--- src/rtl/fifo_wr_arbiter.sv ---
// Round-robin arbiter that lets one of num_req requesters own a FIFO write port
// for up to `burst` accepted beats per tenure.
module fifo_wr_arbiter #(
  parameter int width   = 8,
  parameter int num_req = 4,
  parameter int burst   = 4
) (
  input  logic                       clk_i,
  input  logic                       reset_n_i,
  input  logic [num_req-1:0]         req_i,
  input  logic [num_req*width-1:0]   data_i,
  output logic [num_req-1:0]         gnt_o,
  input  logic                       full_i,
  output logic                       wr_en_o,
  output logic [width-1:0]           din_o,
  output logic [$clog2(num_req)-1:0] owner_o,
  output logic                       busy_o
);

  localparam int ow = $clog2(num_req);
  localparam logic [ow-1:0]      last_idx   = ow'(num_req - 1);
  localparam logic [3:0]         burst_last = 4'(burst - 1);
  localparam logic [num_req-1:0] gnt_one    = {{(num_req-1){1'b0}}, 1'b1};

  typedef enum logic [0:0] {
    IDLE  = 1'b0,
    GRANT = 1'b1
  } state_t;

  state_t               state_r;
  logic [ow-1:0]        owner_r;
  logic [ow-1:0]        last_owner_r;
  logic [num_req-1:0]   gnt_r;
  logic                 busy_r;
  logic [3:0]           beat_cnt_r;

  logic                 accept_s;
  logic                 tenure_end_s;
  logic                 pick_valid_s;
  logic [ow-1:0]        pick_idx_s;
  logic [ow-1:0]        pick_base_s;

  // Search starts just after base and wraps, so base itself is checked last.
  function automatic logic [ow:0] rr_pick(input logic [num_req-1:0] req,
                                          input logic [ow-1:0]      base);
    logic [ow:0]   res;
    logic [ow-1:0] idx;
    res = {(ow+1){1'b0}};
    for (int i = num_req; i >= 1; i--) begin
      idx = ow'((int'(base) + i) % num_req);
      if (req[idx]) begin
        res = {1'b1, idx};
      end
    end
    return res;
  endfunction

  // Beat acceptance, tenure end and next-owner selection.
  always_comb begin
    pick_base_s  = (state_r == GRANT) ? owner_r : last_owner_r;
    {pick_valid_s, pick_idx_s} = rr_pick(req_i, pick_base_s);
    accept_s     = (state_r == GRANT) && req_i[owner_r] && !full_i;
    tenure_end_s = (state_r == GRANT) &&
                   (!req_i[owner_r] || (accept_s && (beat_cnt_r == burst_last)));
  end

  // FIFO write path follows the accepted beat in the same cycle.
  always_comb begin
    wr_en_o = accept_s;
    if (accept_s) begin
      din_o = data_i[int'(owner_r)*width +: width];
    end else begin
      din_o = {width{1'b0}};
    end
  end

  // Ownership FSM with registered grant outputs.
  always_ff @(posedge clk_i or negedge reset_n_i) begin
    if (!reset_n_i) begin
      state_r      <= IDLE;
      owner_r      <= {ow{1'b0}};
      last_owner_r <= last_idx;
      gnt_r        <= {num_req{1'b0}};
      busy_r       <= 1'b0;
      beat_cnt_r   <= 4'd0;
    end else begin
      case (state_r)
        IDLE: begin
          if (pick_valid_s) begin
            state_r    <= GRANT;
            owner_r    <= pick_idx_s;
            gnt_r      <= gnt_one << pick_idx_s;
            busy_r     <= 1'b1;
            beat_cnt_r <= 4'd0;
          end
        end
        GRANT: begin
          if (tenure_end_s) begin
            last_owner_r <= owner_r;
            beat_cnt_r   <= 4'd0;
            // Hand over back-to-back when anyone (including the owner) still asks.
            if (pick_valid_s) begin
              owner_r <= pick_idx_s;
              gnt_r   <= gnt_one << pick_idx_s;
            end else begin
              state_r <= IDLE;
              owner_r <= {ow{1'b0}};
              gnt_r   <= {num_req{1'b0}};
              busy_r  <= 1'b0;
            end
          end else if (accept_s) begin
            beat_cnt_r <= beat_cnt_r + 4'd1;
          end
        end
        default: begin
          state_r    <= IDLE;
          owner_r    <= {ow{1'b0}};
          gnt_r      <= {num_req{1'b0}};
          busy_r     <= 1'b0;
          beat_cnt_r <= 4'd0;
        end
      endcase
    end
  end

  assign gnt_o   = gnt_r;
  assign owner_o = owner_r;
  assign busy_o  = busy_r;

endmodule

--- config.mk ---
export PLATFORM = sky130hd
export DESIGN_NAME = fifo_wr_arbiter
export DESIGN_NICKNAME = d
export VERILOG_FILES = /design/src/rtl/fifo_wr_arbiter.sv
export SDC_FILE = /design/constraint.sdc
export NUM_CORES = 1
export LEC_CHECK = 0
export CORE_MARGIN = 3
export CORE_UTILIZATION = 42
export CTS_CLUSTER_SIZE = 14
export DETAILED_ROUTE_END_ITERATION = 10
export GPL_TIMING_DRIVEN = 0
export PLACE_DENSITY = 0.85
export SKIP_CTS_REPAIR_TIMING = 1
export SLEW_MARGIN = 40
export SYNTH_ARGS = -nofsm -noshare
export SYNTH_HDL_FRONTEND = slang
export SYNTH_SLANG_ARGS = --single-unit
--- constraint.sdc ---
create_clock -name clk_i -period 3.06 [get_ports clk_i]
set_clock_uncertainty 0.1 [all_clocks]
set_input_delay 0.459 -clock clk_i [delete_from_list [all_inputs] [get_ports clk_i]]
set_output_delay 0.459 -clock clk_i [all_outputs]
set_load 0.02 [all_outputs]
==> reports/results.ini <==
[pwr]
swShare_pct=39.1
p_int_mw=0.707
pwr-share-clk_pct=9.6
power_switching_mw=0.454
p_leak_nw=0.826
vdd_drop_max_uv=635
seqPwrFrac_pct=26.0
p_comb_share_pct=64.4
power.density_nw_per_um2=701

[final_layout]
finalNonFillerCells=179
syn_to_final_growth_pct=60.8
layout_commonest_cell=clkdlybuf4s50_1
nNetsFinal=193
diodes=0
design_area_sq_um=1660
layout_common_cells=clkdlybuf4s50_1 (43), dfrtp_1 (12), dlymetal6s2s_1 (11)
fillers=178
drive_gt1_share_pct=17.2

[route]
dr.pass1.iters=4
vias=987
viasPerCell=5.51
ant_nets=0
drtIter0Drc=20
wl_per_cell_microns=16.5
remaining_drc_errors=0
drt-total-wl_mm=2.96

[floorplanning]
die_x_microns=55.5
coreArea_sq_um=2280
row_count=17
die_height_microns=55.5
die_area_sq_um=3080
io_pins=55
initial_core_util_pct=45.2

[synthesis]
synthFlopType=dfrtp_1
synth-edff-count=0
synthTopCellsByArea=dfrtp_1 (29%), mux4_2 (20%), dfstp_2 (5.1%), mux2_2 (4.4%), and2b_1 (3.6%)
synth_top_area_share_pct=29.2
synthCells=94
avgSynthCellArea_sq_um=11.0
yosysUniqueCellTypes=36
ys_seq_elements=14
async_reset_ff_share_pct=100
synth_top_cell_by_area=dfrtp_1
syn-num-nets=135
netlist_area_sq_um=1030
yosys_warnings=0
ys_seq_area_share_pct=34.3

[setup_path]
cp.required_ns=2.50
crit_start=req_i[0]
reg2reg_slack_ns=1.18
reg2reg_from=beat_cnt_r[0]
r2r_cells=5
critical_path.startpoint_type=primary input
crit_end=din_o[0]
r2r-end=gnt_o[2]
worst-path-max-fanout=9
cp.arrival_ns=2.26
criticalPathCategory=in2out
endpoint_kind=output pin

[cts]
cts_sinks=14
root_buffer=clkbuf_4
cts_max_path_buffers=2
numCtsBuffers=3
cts_tree=done
clk_pin_slew_ns=0.08
htree_levels=1
clock_latency_ns=0.28

[placement]
gp_congestion=0.831
dpl_cell_area_sq_um=1610
dp_hpwl_mm=2.30
numPortBuffers=54
dp_cells=176

[global_route]
antenna_found_initial=0
grt_pass1_wl_mm=4.91
overflow=0
grt_max_degree=15
grt_use_total_pct=20.3
grt_pass1_vias=1048

[run]
maxCapViolCount=0

[outcome]
status=finished clean

[timing]
whs_ns=0.391
hold_viol_final=0
setup_viol=0
fin_crit_sh_pct=92.1
maxSlewViolCount=0
fmax_mhz=355
relSlewSlack_pct=57.8
rsz0062_at_grt=false
tns_ns=0
finalCriticalPeriod_ns=2.82
worst_pin_slew_ns=0.630

[min_path]
hold_path_class=reg2reg

## power by group through the flow
stage          sequential, mW  combinational [mW]  clock, mW
3_5_place_dp            0.304               0.758          0
4_1_cts                 0.302               0.761      0.113
2_1_floorplan           0.339               0.455          0
5_1_grt                 0.313               0.817      0.125
3_3_place_gp            0.302               0.742          0
6_report                0.302               0.747      0.111
## metal layers
| metal | wire length [microns] | global-route usage [%] |
|---|---|---|
| met4 | 84 | 8.68 |
| met5 | 0 | 0 |
| met2 | 1580 | 36.0 |
| met3 | 85 | 2.80 |
| met1 | 1210 | 24.2 |
## cells by family after synthesis
group                      share of synthesized area [%]
AOI/OAI and AO/OA                                   15.3
adders and majority gates                           2.43
buffers and inverters                               3.89
DFF                                                 34.3
muxes                                               26.0
and+or+nand+nor                                     18.1
## critical path, stage by stage
cell             delay, ns
clkdlybuf4s50_1       0.49
mux4_2                0.54
nand2_1               0.14
or2_2                 0.22
and2b_1               0.20
dlymetal6s2s_1        0.20
## registers in the layout, indices dropped and copies added (netlist names)
name	count
beat_cnt_r	4
gnt_o	4
last_owner_r	2
owner_o	2
busy_o	1
state_r	1
## metrics by stage
step	util, %	total power, mW	setup slack [ns]
6_report	72.7	1.16	0.240
5_1_grt	72.7	1.25	0.143
3_3_place_gp	70.5	1.04	-0.324
3_5_place_dp	70.5	1.06	-0.368
2_1_floorplan	-	0.794	0.755
4_1_cts	71.7	1.18	-0.374
## cell type report
type	count	area [sq um]	share of cell area [%]
multi-input cells	72	637	38.5
inverters	3	11.3	0.680
well taps	28	35.0	2.12
repair buffers	54	568	34.3
flip-flops and latches	14	353	21.3
clock buffers	4	26.3	1.59
plain buffers	4	25.0	1.51
## cell usage after synthesis (2+ instances only)
master and number:
mux2i_1 2, buf_2 2, nor4_1 2, nor2b_1 4, and2b_1 5, mux4_2 9
a21oi_1 5, dfrtp_1 12, ha_1 2, or2_2 2, nor2_1 3, o31ai_1 4
nand2_1 8, a31o_2 2, dfstp_2 2, clkbuf_1 2, o21ai_0 4, mux2_2 4
inv_1 3
## worst min-delay path by stage
stage              start            end  slack (ns)  cells past startpoint
2_1_floorplan  reset_n_i  beat_cnt_r[0]        0.06                      0
3_3_place_gp    gnt_o[2]       gnt_o[2]        0.36                      2
3_5_place_dp    gnt_o[1]       gnt_o[1]        0.37                      2
4_1_cts         gnt_o[0]       gnt_o[0]        0.39                      2
5_1_grt         gnt_o[0]       gnt_o[0]        0.43                      2
6_report        gnt_o[0]       gnt_o[0]        0.39                      2
(Power assumes the default switching activity.)
==> variant: new RTL, config.mk and constraints unchanged <==
`width`: 8 -> 10.
--- a/src/rtl/fifo_wr_arbiter.sv
+++ b/src/rtl/fifo_wr_arbiter.sv
@@ -1,7 +1,7 @@
 // Round-robin arbiter that lets one of num_req requesters own a FIFO write port
 // for up to `burst` accepted beats per tenure.
 module fifo_wr_arbiter #(
-  parameter int width   = 8,
+  parameter int width   = 10,
   parameter int num_req = 4,
   parameter int burst   = 4
 ) (
Interface: changed (resized data_i and din_o); port bits go from 55 to 65. No check against the original RTL was run, so the function may have changed too.
==> variant against the original RTL <==
Worst setup slack worse by 0.10 ns; power up 11%; global-route usage up 3.3 points; clock power up 23%; wire length up 24%; sequential power up 2%; cell area up 11%; sequential cell count unchanged; synthesized area up 6.9%; critical path type unchanged.
==> variant: results (changes against the original RTL) <==
outcome = finished clean
CP endpoint = din_o[8]
GP Congestion = 0.828 (-0.40%)
Total GRT Usage = 23.6% (+3.3 points)
sequential area share after synthesis = 32.0% (-2.2 points)
slew margin rel. = 56.8% (-1.1 points)
hold wc startpoint = gnt_o[2]
mux cell area share after synthesis = 29.1% (+3.1 points)
Slowest-stage cell, CP = clkdlybuf4s50_1
complex-gate fraction of the synthesized area = 14.3% (-0.99 points)
per-cell routed wire length = 18.8 um (+14%)
final-layout fill cell count = 165 (-7.3%)
Max VDD drop = 0.000587 V (-7.4%)
Post-DP Area = 1780 sq um (+11%)
ys async rst share = 100% (unchanged)
setup slack, reg-to-reg = 1.10 ns (-0.08 ns)
post-place setup slack = -0.244 ns (+0.124 ns)
Synth Instances = 99 (+5.3%)
r2r startpoint = beat_cnt_r[1]
ant diodes = 0 (unchanged)
Worst Setup SP = req_i[2]
number of global-route vias before repair = 1154 (+10%)
IO buf count = 64 (+19%)
CP max stage delay = 0.57 ns (+0.03 ns)
static leakage = 0.899 nW (+8.8%)
starting DRC count in detailed routing = 31 (+55%)
worst min path class = reg -> reg
nets@finish = 217 (+12%)
delay-heaviest family, CP = buffers and inverters
final hold slack = 0.380 ns (-0.0106 ns)
worst r2r dst = last_owner_r[1]
DRC viols = 0 (unchanged)
Placed Cells = 191 (+8.5%)
Post-Syn Nets = 148 (+9.6%)
sink of the worst hold path = gnt_o[2]
Commonest cells post-synth = dfrtp_1, nor2b_1, mux4_2
count of cell types in the netlist = 35 (-2.8%)
minimum clock period = 2.92 ns (+0.102 ns)
vias per std cell = 5.67 (+2.9%)
critical path arrival = 2.36 ns (+0.10 ns)
path depth of the worst reg2reg path = 4 (-1)
Finished Layout Cells = 195 (+8.9%)
Synth area leaders = dfrtp_1, mux4_2, nor2b_1
HPWL after detailed placement = 2.96 mm (+29%)
global-route wire length before repair = 5.91 mm (+20%)
crit-path max FO = 10 (+1)
Post-Synth Adder-Cell Area = 2.27% (-0.16 points)
proportion of layout cells with a drive suffix above 1 = 18.0% (+0.75 points)
H-tree levels = 1 (unchanged)
## variant: cell types whose count changed after synthesis, sizes merged
cell,change
nor2b,+7
buf,+2
and2b,-5
mux4,+2
clkbuf,-1
## variant: layer usage
metal / vias to the layer above / GRT usage (%) / part of all wire, %
met5: - / 0 / 0
met4: 0 / 7.62 / 1.4
met3: 7 / 4.07 / 3.3
met2: 30 / 45.7 / 56
met1: 544 / 25.6 / 39
li1: 525 / - / -
## variant: power breakdown
group / internal, mW / switching (mW) / total [mW]
combinational: 0.459 / 0.388 / 0.847
clock: 0.0725 / 0.0644 / 0.137
sequential: 0.256 / 0.0514 / 0.307
## variant: layout make-up
type	instances	area, sq um	area share, %
flip-flops and latches	14	353	19.2
inverters	3	11.3	0.613
clock buffers	4	36.3	1.97
multi-input cells	76	696	37.8
repair buffers	64	666	36.2
well taps	28	35.0	1.91
plain buffers	6	41.3	2.25
